===== config.mk =====
export PLATFORM = sky130hd
export DESIGN_NAME = rf_write_buffer
export DESIGN_NICKNAME = d
export VERILOG_FILES = /design/src/rtl/cpu_pkg.sv /design/src/rtl/fwd_match.sv /design/src/rtl/rf_write_buffer.sv
export SDC_FILE = /design/constraint.sdc
export NUM_CORES = 1
export LEC_CHECK = 0
export BUFFER_PORTS_ARGS = -buffer_cell sky130_fd_sc_hd__buf_2
export CAP_MARGIN = 30
export CORE_MARGIN = 5
export CORE_UTILIZATION = 55
export DETAILED_ROUTE_END_ITERATION = 12
export GPL_TIMING_DRIVEN = 0
export HOLD_SLACK_MARGIN = 0.08
export PLACE_DENSITY_LB_ADDON = 0.08
export SYNTH_ARGS = -nofsm -noshare
export SYNTH_HDL_FRONTEND = slang
export SYNTH_HIERARCHICAL = 1
export SYNTH_SLANG_ARGS = --single-unit

===== constraint.sdc =====
create_clock -name clk -period 4.66 [get_ports clk]
set_input_delay 0 -clock clk [delete_from_list [all_inputs] [get_ports clk]]
set_output_delay 0 -clock clk [all_outputs]
set_load 0.02 [all_outputs]

===== src/rtl/cpu_pkg.sv =====
// rtl/cpu_pkg.sv - shared CPU constants and the writeback entry type
// Purpose: constants common to the register file and its write buffer, plus
//          the {reg, data} record held in each write-buffer slot.
// Ports:   none (package).
package cpu_pkg;

  localparam int DATA_W   = 16;
  localparam int ADDR_W   = 4;
  localparam int NUM_REGS = 16;

  // One pending register-file write.
  typedef struct packed {
    logic [ADDR_W-1:0] dst_reg;
    logic [DATA_W-1:0] data;
  } wb_entry_t;

endpackage


===== src/rtl/fwd_match.sv =====
// rtl/fwd_match.sv - youngest-match lookup across write-buffer entries
// Purpose: reports whether any valid buffered entry targets the query register
//          and, if so, the data of the youngest such entry.
// Ports:   entries/valid - buffer slots and their valid bits
//          head          - index of the oldest entry
//          query         - register index being looked up
//          hit/data      - match flag and youngest matching data (0 if no hit)
module fwd_match
  import cpu_pkg::*;
#(
  parameter int DEPTH = 4,
  parameter int PTR_W = $clog2(DEPTH)
) (
  input  wb_entry_t [DEPTH-1:0] entries,
  input  logic [DEPTH-1:0]      valid,
  input  logic [PTR_W-1:0]      head,
  input  logic [ADDR_W-1:0]     query,
  output logic                  hit,
  output logic [DATA_W-1:0]     data
);

  logic [PTR_W-1:0] idx;

  // Valid entries are contiguous starting at head, so walking from head
  // outward visits oldest to youngest; the last match seen is the youngest.
  always_comb begin
    hit  = 1'b0;
    data = '0;
    idx  = '0;
    for (int i = 0; i < DEPTH; i++) begin
      idx = head + PTR_W'(i);
      if (valid[idx] && (entries[idx].dst_reg == query)) begin
        hit  = 1'b1;
        data = entries[idx].data;
      end
    end
  end

endmodule


===== src/rtl/rf_write_buffer.sv =====
// rtl/rf_write_buffer.sv - in-order writeback FIFO owning the register-file write port
// Purpose: buffers execute-stage results, drains one per cycle into the
//          register file and forwards not-yet-committed values to decode.
// Ports:   clk/rst                        - clock, async active-high reset
//          in_valid/in_ready/in_reg/in_data - result intake handshake
//          drain_hold                      - freezes draining
//          write_reg/write_data/write_enable - register-file write port
//          query_regK/fwd_hitK/fwd_dataK   - two independent bypass lookups
//          count/empty                     - occupancy
module rf_write_buffer #(
  parameter int DATA_W = cpu_pkg::DATA_W,
  parameter int ADDR_W = cpu_pkg::ADDR_W,
  parameter int DEPTH  = 4
) (
  input  logic              clk,
  input  logic              rst,
  input  logic              in_valid,
  output logic              in_ready,
  input  logic [ADDR_W-1:0] in_reg,
  input  logic [DATA_W-1:0] in_data,
  input  logic              drain_hold,
  output logic [ADDR_W-1:0] write_reg,
  output logic [DATA_W-1:0] write_data,
  output logic              write_enable,
  input  logic [ADDR_W-1:0] query_reg1,
  input  logic [ADDR_W-1:0] query_reg2,
  output logic              fwd_hit1,
  output logic [DATA_W-1:0] fwd_data1,
  output logic              fwd_hit2,
  output logic [DATA_W-1:0] fwd_data2,
  output logic [ADDR_W-1:0] count,
  output logic              empty
);

  import cpu_pkg::*;

  localparam int PTR_W = $clog2(DEPTH);
  localparam logic [PTR_W:0] FULL = (PTR_W+1)'(DEPTH);

  wb_entry_t [DEPTH-1:0] entries_q, entries_d;
  logic [DEPTH-1:0]      valid_q, valid_d;
  logic [PTR_W-1:0]      head_q, head_d;
  logic [PTR_W-1:0]      tail_q, tail_d;
  logic [PTR_W:0]        count_q, count_d;
  logic                  push, pop;

  // in_ready looks only at registered occupancy so the producer never sees
  // a combinational loop through its own valid or through drain_hold.
  assign in_ready     = (count_q != FULL);
  assign empty        = (count_q == '0);
  assign push         = in_valid && in_ready;
  assign write_enable = !empty && !drain_hold;
  assign pop          = write_enable;
  assign write_reg    = empty ? '0 : entries_q[head_q].dst_reg;
  assign write_data   = empty ? '0 : entries_q[head_q].data;
  assign count        = ADDR_W'(count_q);

  always_comb begin
    entries_d = entries_q;
    valid_d   = valid_q;
    head_d    = head_q;
    tail_d    = tail_q;
    count_d   = count_q;
    if (pop) begin
      valid_d[head_q] = 1'b0;
      head_d          = head_q + PTR_W'(1);
    end
    if (push) begin
      entries_d[tail_q].dst_reg = in_reg;
      entries_d[tail_q].data    = in_data;
      valid_d[tail_q]           = 1'b1;
      tail_d                    = tail_q + PTR_W'(1);
    end
    case ({push, pop})
      2'b10:   count_d = count_q + (PTR_W+1)'(1);
      2'b01:   count_d = count_q - (PTR_W+1)'(1);
      default: count_d = count_q;
    endcase
  end

  always_ff @(posedge clk or posedge rst) begin
    if (rst) begin
      entries_q <= '0;
      valid_q   <= '0;
      head_q    <= '0;
      tail_q    <= '0;
      count_q   <= '0;
    end else begin
      entries_q <= entries_d;
      valid_q   <= valid_d;
      head_q    <= head_d;
      tail_q    <= tail_d;
      count_q   <= count_d;
    end
  end

  // The entry being committed this cycle still forwards: the register file
  // only shows the new value after the edge.
  fwd_match #(.DEPTH(DEPTH), .PTR_W(PTR_W)) u_fwd1 (
    .entries (entries_q),
    .valid   (valid_q),
    .head    (head_q),
    .query   (query_reg1),
    .hit     (fwd_hit1),
    .data    (fwd_data1)
  );

  fwd_match #(.DEPTH(DEPTH), .PTR_W(PTR_W)) u_fwd2 (
    .entries (entries_q),
    .valid   (valid_q),
    .head    (head_q),
    .query   (query_reg2),
    .hit     (fwd_hit2),
    .data    (fwd_data2)
  );

endmodule


==> flow_summary.json <==
{
  "drt-vias-per-instance": 6.51,
  "fin_setup_tns_ns": 0,
  "synth-edff-count": 0,
  "reg2reg_depth": 5,
  "layout_worst_path_cycle_share_pct": 81.3,
  "final_max_slew_viol_count": 0,
  "final_cell_mix": "mux2i_1 (153), buf_2 (114), dfrtp_1 (91)",
  "netSwitchingPower_mw": 4.60,
  "antenna_cells": 0,
  "min_path_type": "in -> async",
  "final_cell_area_mm2": 0.0105,
  "hpwl_um": 21000,
  "grt_pass1_vias": 7747,
  "reg2reg_slack_ns": 2.26,
  "crit_required_ns": 4.66,
  "switching_share_pct": 50.0,
  "postRouteAntennaNets": 0,
  "grt-ovfl-total": 0,
  "clock_latency_ns": 0.36,
  "drv_cap": 0,
  "synth_cells": 859,
  "crit_path_top_delay_cell": "dfrtp_1",
  "ys_warn_count": 6,
  "power.internal_mw": 4.59,
  "vias": 7841,
  "drt_iter0_markers": 930,
  "die_w_um": 139,
  "cts_resized": 0,
  "cts_max_path_buffers": 2,
  "skew_ns": 0.0124,
  "numCtsBuffers": 9,
  "layout-drive-gt1-share_pct": 30.6,
  "worstMarginPinSlew_ns": 0.918,
  "ioPinCount": 93,
  "start_kind": "flop",
  "syn_area_per_cell_um2": 10.7,
  "core-area_mm2": 0.0165,
  "cp_common_cell": "buf_2",
  "p_per_area_mw_per_mm2": 875,
  "rsz0062_at_grt": "no",
  "synthArstFlopShare_pct": 100,
  "worstPathArrival_ns": 3.79,
  "cp-startpoint": "head_q[1]",
  "p_seq_share_pct": 21.9,
  "clkPwrFrac_pct": 8.6,
  "seq_area_frac_synth_pct": 24.7,
  "initial_core_util_pct": 55.8,
  "rows": 47,
  "final_common_cell": "mux2i_1",
  "cts_sinks": 91,
  "wl_per_cell_um": 24.0,
  "path_buf_inv": 4,
  "timing.rr.end": "head_q[1]",
  "ys.flop_type": "dfrtp_1",
  "outcome": "finished, final reports clean",
  "leakage_nw": 4.61,
  "crit_chain": "buf_6 -> buf_2 -> mux2i_1 -> xor2_1 -> nand4_1 -> mux2i_4 -> nand2_1 -> buf_2 -> o221ai_1 -> and4_1 -> buf_2",
  "track_usage_pct": 29.3,
  "htreeDepth": 3,
  "finalSetupViolations": 0,
  "cts_root_buf": "clkbuf_16",
  "netlist_area_mm2": 0.00922,
  "p_comb_share_pct": 69.5,
  "wl_um": 28900,
  "clock.fmax_mhz": 264,
  "finalNetCount": 1022,
  "dr.pass1.iters": 5,
  "grt_max_degree": 54,
  "place.port_buffers": 85,
  "place_congestion": 0.957,
  "cts_tree": "done",
  "irDropWorstVdd_uv": 452,
  "synth_nets": 901,
  "cp.depth": 11,
  "placed_area_mm2": 0.00996,
  "antenna_found_initial": 0,
  "r2r-start": "head_q[1]",
  "clk_pin_slew_worst_paths_ns": 0.07,
  "end_kind": "output port",
  "drt_drc_violations_left": 0,
  "criticalPathCategory": "reg -> out",
  "grt_first_pass_wirelength_um": 45100,
  "hold_viol": 0,
  "cp_top_family": "buffers and inverters",
  "slowest_delay_ns": 0.67,
  "area_growth_syn_to_layout_pct": 13.8,
  "dieHeight_um": 139,
  "die-area_mm2": 0.0195,
  "period_needed_ns": 3.79,
  "synth-seq-cells": 91,
  "slew_headroom_pct": 38.8,
  "critPathMaxFanout": 10,
  "synthDistinctLibCells": 49
}
[tightest hold or removal path, delay by kind of cell]
| kind | cells | cell delay [ns] |
|---|---|---|
| buffers and inverters | 3 | 1.04 |
[layout make-up]
class                           count  area (um2)
Buffer                             76         582
Clock buffer                       10         229
Clock inverter                      6        80.1
Fill cell                        1377        6030
Inverter                           14        55.1
Multi-Input combinational cell    678        6310
Sequential cell                    91        2280
Tap cell                          220         275
Timing Repair Buffer              110         688
[Yosys cell counts, drive strengths merged, types with 4 or more instances]
| cell | n | area (um2) |
|---|---|---|
| mux2i | 155 | 1580 |
| mux2 | 100 | 1410 |
| dfrtp | 91 | 2280 |
| buf | 64 | 537 |
| nand2 | 57 | 214 |
| o221ai | 48 | 420 |
| a22oi | 32 | 240 |
| and4 | 30 | 263 |
| xor2 | 30 | 263 |
| nor2 | 28 | 120 |
| nor2b | 26 | 163 |
| and2 | 22 | 138 |
| mux4 | 22 | 495 |
| o21ai | 22 | 110 |
| xnor2 | 15 | 131 |
| inv | 14 | 52.6 |
| nand3 | 14 | 70.1 |
| clkbuf | 12 | 45.0 |
| o211ai | 12 | 90.1 |
| ha | 9 | 113 |
| nand2b | 8 | 50.1 |
| nand4 | 6 | 37.5 |
| nor3b | 6 | 65.1 |
| and3 | 4 | 45.0 |
| o32ai | 4 | 35.0 |
[power groups by stage]
stage	sequential (mW)	clock, mW	combinational, mW
2_1_floorplan	1.68	0	4.83
3_3_place_gp	1.98	0	6.20
3_5_place_dp	1.99	0	6.27
4_1_cts	1.98	0.801	6.31
5_1_grt	2.08	0.832	6.79
6_report	2.02	0.787	6.38
[per-stage QoR]
step,worst slack (ns),util (%),hold WS [ns],std cells,power (mW)
floorplan,1.84,-,0.113,859,6.51
global placement,1.09,60.0,0.277,1164,8.18
detailed placement,1.30,60.2,0.0795,1166,8.26
CTS,0.877,63.5,0.234,1205,9.10
global route,0.638,63.5,0.285,1205,9.70
finish,0.870,63.5,0.227,1205,9.18
[what timing repair did]
item	in CTS	in global routing
setup buffers	0	0
hold endpoints to repair	125	0
hold buffers	23	0
[layer usage]
metal	up-vias	part of all wire (%)	wire length [um]	track usage (%)
li1	3492	-	-	-
met2	415	47	13600	47.6
met3	61	6.8	1950	3.98
met4	0	2.3	660	8.65
met1	3873	44	12700	40.9
met5	-	0	0	0
[logic make-up (layout without fill, tap and decap cells)]
| family | Yosys count | in the layout | synth area share [%] |
|---|---|---|---|
| multiplexers | 277 | 277 | 37.8 |
| buffers and inverters | 90 | 216 | 6.88 |
| other | 1 | 1 | 0.0407 |
| adder cells (fa/ha/maj) | 10 | 10 | 1.44 |
| flip-flops | 91 | 91 | 24.7 |
| AO/OA/AOI/OAI | 132 | 132 | 11.0 |
| XOR/XNOR | 45 | 45 | 4.27 |
| AND/OR/NAND/NOR | 213 | 213 | 13.8 |
[flip-flops by register name, indices dropped and copies added, names as in the netlist]
register   count
tail_q         2
head_q         2
valid_q        4
count_q        3
entries_q     80
[how the worst max path moves through the flow]
stage,to,slack (ns)
floorplan,fwd_data1[14],1.84
global placement,entries_q[61],1.09
detailed placement,fwd_data2[14],1.30
CTS,fwd_data2[14],0.88
global route,fwd_data2[4],0.64
finish,fwd_data1[3],0.87
Power figures use the tool's default switching activity.
